--- config.mk ---
export PLATFORM = sky130hd
export DESIGN_NAME = y_operand_stage_flat
export DESIGN_NICKNAME = d
export VERILOG_FILES = /design/src/rtl/y_pkg.sv /design/src/rtl/y_operand_stage_if.sv /design/src/rtl/y_rf.sv /design/src/rtl/y_operand_stage.sv /design/src/flat_wrapper.sv
export SDC_FILE = /design/constraint.sdc
export NUM_CORES = 2
export LEC_CHECK = 0
export BUFFER_PORTS_ARGS = -buffer_cell sky130_fd_sc_hd__buf_2
export CORE_MARGIN = 3
export CORE_UTILIZATION = 57
export CTS_CLUSTER_DIAMETER = 30
export DETAILED_ROUTE_END_ITERATION = 10
export GPL_ROUTABILITY_DRIVEN = 0
export HOLD_SLACK_MARGIN = 0.08
export PLACE_DENSITY = 0.78
export RECOVER_POWER = 50
export SLEW_MARGIN = 20
export SYNTH_ARGS = -nofsm -noshare
export SYNTH_HDL_FRONTEND = slang
export SYNTH_HIERARCHICAL = 1
export SYNTH_SLANG_ARGS = --single-unit
--- constraint.sdc ---
create_clock -name clk -period 29.6 [get_ports clk]
set_clock_uncertainty 0.1 [all_clocks]
set_input_delay 2.96 -clock clk [delete_from_list [all_inputs] [get_ports clk]]
set_output_delay 2.96 -clock clk [all_outputs]
set_load 0.05 [all_outputs]
--- src/rtl/y_pkg.sv ---
// Shared definitions for the yAlu operand stage: widths, opcode/funct constants,
// ALU op encodings and the decoded operand bundle.
package y_pkg;

    localparam int unsigned XLEN  = 32;
    localparam int unsigned NREGS = 32;
    localparam int unsigned RA_W  = $clog2(NREGS);

    localparam logic [6:0] OP_R = 7'b0110011;
    localparam logic [6:0] OP_I = 7'b0010011;

    localparam logic [2:0] F3_ADD = 3'b000;
    localparam logic [2:0] F3_SLT = 3'b010;
    localparam logic [2:0] F3_OR  = 3'b110;
    localparam logic [2:0] F3_AND = 3'b111;

    localparam logic [6:0] F7_BASE = 7'b0000000;
    localparam logic [6:0] F7_SUB  = 7'b0100000;

    typedef enum logic [2:0] {
        ALU_AND = 3'b000,
        ALU_OR  = 3'b001,
        ALU_ADD = 3'b010,
        ALU_SUB = 3'b110,
        ALU_SLT = 3'b111
    } alu_op_e;

    typedef struct packed {
        logic [XLEN-1:0] a;
        logic [XLEN-1:0] b;
        alu_op_e         op;
        logic [RA_W-1:0] rd;
        logic            wen;
        logic            ill;
    } y_bundle_t;

    localparam y_bundle_t BUNDLE_RST = '{
        a:   '0,
        b:   '0,
        op:  ALU_ADD,
        rd:  '0,
        wen: 1'b0,
        ill: 1'b0
    };

endpackage

--- src/rtl/y_operand_stage_if.sv ---
// Instruction-in, writeback and operand-bundle-out signals of the operand stage.
interface y_operand_stage_if;

    logic                     in_valid;
    logic                     in_ready;
    logic [y_pkg::XLEN-1:0]   in_ins;

    logic                     wb_en;
    logic [y_pkg::RA_W-1:0]   wb_rd;
    logic [y_pkg::XLEN-1:0]   wb_data;

    logic                     out_valid;
    logic                     out_ready;
    logic [y_pkg::XLEN-1:0]   out_a;
    logic [y_pkg::XLEN-1:0]   out_b;
    logic [2:0]               out_op;
    logic [y_pkg::RA_W-1:0]   out_rd;
    logic                     out_wen;
    logic                     out_ill;

    modport master (
        output in_valid, in_ins, wb_en, wb_rd, wb_data, out_ready,
        input  in_ready, out_valid, out_a, out_b, out_op, out_rd, out_wen, out_ill
    );

    modport slave (
        input  in_valid, in_ins, wb_en, wb_rd, wb_data, out_ready,
        output in_ready, out_valid, out_a, out_b, out_op, out_rd, out_wen, out_ill
    );

endinterface

--- src/rtl/y_rf.sv ---
// 32x32 integer register file: two combinational read ports with writeback
// bypass, one write port, x0 hardwired to zero, asynchronous clear.
module y_rf
    import y_pkg::*;
(
    input  logic            clk,
    input  logic            rst,
    input  logic [RA_W-1:0] rs1,
    input  logic [RA_W-1:0] rs2,
    output logic [XLEN-1:0] rd1_c,
    output logic [XLEN-1:0] rd2_c,
    input  logic            we,
    input  logic [RA_W-1:0] wa,
    input  logic [XLEN-1:0] wd
);

    logic [XLEN-1:0] regs [NREGS];

    always_ff @(posedge clk or posedge rst) begin
        if (rst) begin
            for (int unsigned i = 0; i < NREGS; i++) begin
                regs[i] <= '0;
            end
        end else if (we && (wa != '0)) begin
            regs[wa] <= wd;
        end
    end

    // A write landing this cycle is visible to the reader in the same cycle
    assign rd1_c = (rs1 == '0)              ? '0 :
                   (we && (wa == rs1))      ? wd : regs[rs1];
    assign rd2_c = (rs2 == '0)              ? '0 :
                   (we && (wa == rs2))      ? wd : regs[rs2];

endmodule

--- src/rtl/y_operand_stage.sv ---
// Decode/operand-fetch stage feeding yAlu: decodes RV32 R/I ALU instructions,
// reads operands and holds the bundle in a valid/ready output register.
module y_operand_stage
    import y_pkg::*;
(
    input  logic              clk,
    input  logic              rst,
    y_operand_stage_if.slave  bus
);

    logic [XLEN-1:0] ins;
    logic [6:0]      opcode;
    logic [2:0]      f3;
    logic [6:0]      f7;
    logic [XLEN-1:0] rv1;
    logic [XLEN-1:0] rv2;
    logic [XLEN-1:0] imm;
    logic            legal;
    logic            accept;
    logic            q_valid;
    y_bundle_t       dec;
    y_bundle_t       q;

    assign ins    = bus.in_ins;
    assign opcode = ins[6:0];
    assign f3     = ins[14:12];
    assign f7     = ins[31:25];
    assign imm    = {{(XLEN-12){ins[31]}}, ins[31:20]};

    y_rf u_rf (
        .clk   (clk),
        .rst   (rst),
        .rs1   (ins[19:15]),
        .rs2   (ins[24:20]),
        .rd1_c (rv1),
        .rd2_c (rv2),
        .we    (bus.wb_en),
        .wa    (bus.wb_rd),
        .wd    (bus.wb_data)
    );

    // Unsupported encodings still travel downstream, flagged and with zero operands
    always_comb begin
        legal  = 1'b0;
        dec    = BUNDLE_RST;
        dec.rd = ins[11:7];
        dec.ill = 1'b1;
        case (opcode)
            OP_R: begin
                case ({f7, f3})
                    {F7_BASE, F3_ADD}: begin dec.op = ALU_ADD; legal = 1'b1; end
                    {F7_SUB,  F3_ADD}: begin dec.op = ALU_SUB; legal = 1'b1; end
                    {F7_BASE, F3_AND}: begin dec.op = ALU_AND; legal = 1'b1; end
                    {F7_BASE, F3_OR }: begin dec.op = ALU_OR;  legal = 1'b1; end
                    {F7_BASE, F3_SLT}: begin dec.op = ALU_SLT; legal = 1'b1; end
                    default: ;
                endcase
            end
            OP_I: begin
                case (f3)
                    F3_ADD: begin dec.op = ALU_ADD; legal = 1'b1; end
                    F3_AND: begin dec.op = ALU_AND; legal = 1'b1; end
                    F3_OR:  begin dec.op = ALU_OR;  legal = 1'b1; end
                    F3_SLT: begin dec.op = ALU_SLT; legal = 1'b1; end
                    default: ;
                endcase
            end
            default: ;
        endcase
        if (legal) begin
            dec.a   = rv1;
            dec.b   = (opcode == OP_R) ? rv2 : imm;
            dec.wen = (ins[11:7] != '0);
            dec.ill = 1'b0;
        end else begin
            dec.op = ALU_ADD;
        end
    end

    assign bus.in_ready = !q_valid || bus.out_ready;
    assign accept       = bus.in_valid && bus.in_ready;

    // Output pipeline register; holds while stalled, ignoring later writebacks
    always_ff @(posedge clk or posedge rst) begin
        if (rst) begin
            q_valid <= 1'b0;
            q       <= BUNDLE_RST;
        end else if (accept) begin
            q_valid <= 1'b1;
            q       <= dec;
        end else if (bus.out_ready) begin
            q_valid <= 1'b0;
        end
    end

    assign bus.out_valid = q_valid;
    assign bus.out_a     = q.a;
    assign bus.out_b     = q.b;
    assign bus.out_op    = q.op;
    assign bus.out_rd    = q.rd;
    assign bus.out_wen   = q.wen;
    assign bus.out_ill   = q.ill;

endmodule

--- src/flat_wrapper.sv ---
// flat-port wrapper written by rule: the top's interface ports become plain ports
module y_operand_stage_flat import y_pkg::*;
  (clk, rst, bus_in_valid, bus_in_ins, bus_wb_en, bus_wb_rd, bus_wb_data, bus_out_ready, bus_in_ready, bus_out_valid, bus_out_a, bus_out_b, bus_out_op, bus_out_rd, bus_out_wen, bus_out_ill);
  y_operand_stage_if bus_i ();
  input  logic clk;
  input  logic rst;
  input wire logic [$bits(bus_i.in_valid)-1:0] bus_in_valid;
  input wire logic [$bits(bus_i.in_ins)-1:0] bus_in_ins;
  input wire logic [$bits(bus_i.wb_en)-1:0] bus_wb_en;
  input wire logic [$bits(bus_i.wb_rd)-1:0] bus_wb_rd;
  input wire logic [$bits(bus_i.wb_data)-1:0] bus_wb_data;
  input wire logic [$bits(bus_i.out_ready)-1:0] bus_out_ready;
  output wire logic [$bits(bus_i.in_ready)-1:0] bus_in_ready;
  output wire logic [$bits(bus_i.out_valid)-1:0] bus_out_valid;
  output wire logic [$bits(bus_i.out_a)-1:0] bus_out_a;
  output wire logic [$bits(bus_i.out_b)-1:0] bus_out_b;
  output wire logic [$bits(bus_i.out_op)-1:0] bus_out_op;
  output wire logic [$bits(bus_i.out_rd)-1:0] bus_out_rd;
  output wire logic [$bits(bus_i.out_wen)-1:0] bus_out_wen;
  output wire logic [$bits(bus_i.out_ill)-1:0] bus_out_ill;
  assign bus_i.in_valid = bus_in_valid;
  assign bus_i.in_ins = bus_in_ins;
  assign bus_i.wb_en = bus_wb_en;
  assign bus_i.wb_rd = bus_wb_rd;
  assign bus_i.wb_data = bus_wb_data;
  assign bus_i.out_ready = bus_out_ready;
  assign bus_in_ready = bus_i.in_ready;
  assign bus_out_valid = bus_i.out_valid;
  assign bus_out_a = bus_i.out_a;
  assign bus_out_b = bus_i.out_b;
  assign bus_out_op = bus_i.out_op;
  assign bus_out_rd = bus_i.out_rd;
  assign bus_out_wen = bus_i.out_wen;
  assign bus_out_ill = bus_i.out_ill;
  y_operand_stage u_core (.clk(clk), .rst(rst), .bus(bus_i));
endmodule
==> metrics.yaml <==
cts_sinks: 1099
grt_pass1_vias: 42403
internal_power_mw: 3.91
power_density_nw_per_um2: 79.6
final_wirelength_mm: 197
min-delay-path-class: "register to register"
timing.critical_path.slowest_stage_cell: "sky130_fd_sc_hd__clkbuf_1"
synth.avg_cell_area_um2: 14.3
register_area_um2: 27500
ioPinCount: 150
ff2ff_path_depth: 6
postCtsSetupRepairBufs: 0
cts_inserted_buffers: 206
grt_first_pass_wirelength_mm: 288
place_hpwl_mm: 107
ff2ff_setup_slack_ps: 23330
worst_slew_margin_rel_pct: -520
grt_antenna_before_repair: 13
critical_path.reg2reg.endpoint: "u_core/bus.out_op[0]"
drt_iter0_markers: 5636
avgViaCountPerCell: 7.36
dr_total_vias: 41353
max-clock-path-buffers: 3
final-setup-viol-count: 0
cap_violations: 40
multiInputGateArea_um2: 28600
initial_utilization_pct: 57.8
synthesis.instances: 4078
ctsRootBufferMaster: "sky130_fd_sc_hd__clkbuf_16"
run_status: "finished, violations left"
ys.warnings.count: 6
critPathCaptureType: "asynchronous set/reset pin"
finalNetCount: 4152
r2r-start: "u_core/bus.out_valid"
worst_setup_hold_path_clk_slew_ps: 50
placedInstanceArea_um2: 59600
timing.setup.tns_ps: 0
port_buffers: 149
placeableCoreArea_um2: 101000
critical_path.startpoint: "rst"
post_cts_resize_count: 0
layout.cells.most_common: "sky130_fd_sc_hd__dfrtp_1"
synth_edf_count: 0
violations: "capacitance limit, slew limit"
global_route.overflow_total: 0
tritoncts: "done"
ctsHtreeMaxLevel: 4
layout-drive-gt1-share_pct: 46.8
period_needed_ps: 14010
finish.utilization_pct: 66.3
switching_power_mw: 1.40
synth_largest_area_cell: "sky130_fd_sc_hd__dfrtp_1"
synth.lib_cells_used.distinct: 64
layout_common_cells: "sky130_fd_sc_hd__dfrtp_1, sky130_fd_sc_hd__mux2_2, sky130_fd_sc_hd__mux4_2"
cellLeakagePower_nw: 29.2
hold_path.startpoint: "u_core/u_rf/regs[1012]"
crit_path_cell_trace: "clkbuf_1 -> clkinvlp_2 -> clkbuf_1 -> clkbuf_1 -> buf_4 -> buf_4"
antenna_left: 0
crit_buf_inv: 6
synth_sequential_area_ratio_pct: 47.2
critical_path_cell_count: 6
insertion_delay_ps: 800
final.hold.worst_slack_ps: 296
dieWidth_um: 326
wire_per_inst_um: 35.0
die_outline_area_um2: 106000
critical_path.max_fanout: 165
p_clk_share_pct: 47.1
synth_top_cells_by_area: "sky130_fd_sc_hd__dfrtp_1, sky130_fd_sc_hd__mux2_2, sky130_fd_sc_hd__mux4_2"
combinational_fraction_of_design_power_pct: 15.6
synth_seq_cells: 1099
groute.usage.overall_pct: 36.9
setup_repair_after_global_routing_missed_its_margin: "no"
async_flop_share_pct: 100
postLayoutCellArea_um2: 66700
most_numerous_cell_on_the_critical_path: "sky130_fd_sc_hd__clkbuf_1"
hold_viol_final: 0
synth_nets: 4152
req_time_crit_path_ps: 30250
power.switching_fraction_pct: 26.3
pins_over_their_slew_limit: 1202
area_delta_synth_final_pct: 14.6
grt_max_degree: 166
critPathTopFamily: "buffers and inverters"
critical-path-max-stage-delay_ps: 6430
start_kind: "primary input"
worst_slew_pin_slew_ps: 9300
achievable-frequency_mhz: 71.4
drc_errors: 0
placement_rows: 116
critical_path_class: "primary input to asynchronous set/reset pin"
final_min_period_over_clock_period_pct: 47.3
p_seq_share_pct: 37.3
crit_end: "u_core/u_rf/regs[219]"
layout.filler_cells: 6847
dieHeight_um: 326
vdd.ir_drop.worst_mv: 0.0669
synth_top_cell_area_share_pct: 47.2
netlist_area_um2: 58200
post_cts_hold_buffer_count: 0
ys_dominant_reg_cell: "sky130_fd_sc_hd__dfrtp_1"
drt_first_pass_iters: 6
worstPathArrival_ps: 14660
[routing by layer]
metal | up-vias | global-route usage [%] | part of all wire, %
li1 | 15802 | - | -
met1 | 21478 | 47.1 | 35
met2 | 3181 | 54.3 | 44
met3 | 878 | 13.2 | 14
met4 | 14 | 22.0 | 6.9
met5 | - | 0 | 0.051
[kinds of logic (layout without fill, tap and decap cells)]
family	count (synthesis)	in the layout	share of synthesized area [%]
AOI/OAI and AO/OA	496	496	6.08
xor gates and xnor gates	10	10	0.150
and+or+nand+nor	314	314	2.65
buffers and inverters	461	637	3.79
other	0	6	0
DFF	1099	1099	47.2
muxes	1698	1698	40.1
[final cells by class]
| class | instances | area share [%] |
|---|---|---|
| repair buffers | 247 | 2.11 |
| multi-input cells | 2518 | 42.8 |
| diodes | 6 | 0.0225 |
| clock buffers | 265 | 8.57 |
| inverters | 6 | 0.0375 |
| flip-flops and latches | 1099 | 41.2 |
| well taps | 1357 | 2.54 |
| clock inverters | 119 | 2.68 |
[worst min-delay path by stage]
stage                                  end  cells past startpoint
detailed placement  u_core/u_rf/regs[1017]                      0
finish              u_core/u_rf/regs[1012]                      0
CTS                 u_core/u_rf/regs[1017]                      0
global placement    u_core/u_rf/regs[1001]                      0
global route         u_core/u_rf/regs[997]                      0
floorplan           u_core/u_rf/regs[1001]                      1
[power groups by stage]
stage | logic (mW) | clock network, mW | registers, mW
detailed placement | 0.807 | 0 | 1.99
global route | 0.875 | 2.59 | 2.01
global placement | 0.784 | 0 | 1.96
floorplan | 0.653 | 0 | 1.93
CTS | 0.818 | 2.51 | 1.97
finish | 0.827 | 2.50 | 1.98
[state kept, by name, summed over array words and instances (netlist names)]
signal                flops
u_core/bus.out_rd         5
u_core/bus.out_b         32
u_core/u_rf/regs       1024
u_core/bus.out_wen        1
u_core/bus.out_ill        1
u_core/bus.out_op         3
u_core/bus.out_a         32
u_core/bus.out_valid      1
[metrics by stage]
stage	power (mW)	worst slack [ps]	cells
global placement	2.75	22170	5227
finish	5.31	15590	5617
detailed placement	2.79	22190	5227
global route	5.48	13730	5612
CTS	5.30	22970	5611
floorplan	2.58	12430	4078
[Yosys cell counts, types with 6 or more instances]
master and number:
sky130_fd_sc_hd__a21oi_1 51, sky130_fd_sc_hd__o21ai_0 66, sky130_fd_sc_hd__buf_1 55, sky130_fd_sc_hd__a31oi_1 20, sky130_fd_sc_hd__nand2_1 105, sky130_fd_sc_hd__mux4_1 14
sky130_fd_sc_hd__buf_4 22, sky130_fd_sc_hd__clkbuf_1 217, sky130_fd_sc_hd__a22oi_1 63, sky130_fd_sc_hd__xnor2_1 6, sky130_fd_sc_hd__nor4b_1 6, sky130_fd_sc_hd__o22a_1 7
sky130_fd_sc_hd__o22ai_1 68, sky130_fd_sc_hd__buf_6 20, sky130_fd_sc_hd__nor2_1 73, sky130_fd_sc_hd__mux4_2 383, sky130_fd_sc_hd__mux2i_1 244, sky130_fd_sc_hd__nor2b_1 11
sky130_fd_sc_hd__a211oi_1 38, sky130_fd_sc_hd__a221o_1 8, sky130_fd_sc_hd__mux2_2 1057, sky130_fd_sc_hd__buf_2 136, sky130_fd_sc_hd__o221ai_1 47, sky130_fd_sc_hd__nand3b_1 7
sky130_fd_sc_hd__and3_1 17, sky130_fd_sc_hd__o21ai_1 28, sky130_fd_sc_hd__dfrtp_1 1098, sky130_fd_sc_hd__nand2b_1 11, sky130_fd_sc_hd__nor3_1 49, sky130_fd_sc_hd__a32o_1 34
sky130_fd_sc_hd__a22o_1 42
[worst reg2reg max path, stage by stage (launching register included)]
cell	delay, ps
sky130_fd_sc_hd__dfrtp_1	370
sky130_fd_sc_hd__nand2b_1	130
sky130_fd_sc_hd__nand2_1	1020
sky130_fd_sc_hd__clkbuf_1	2910
sky130_fd_sc_hd__nor4_1	470
sky130_fd_sc_hd__clkbuf_1	710
sky130_fd_sc_hd__a32o_1	450
No activity file was read; power rests on OpenSTA's default activity.
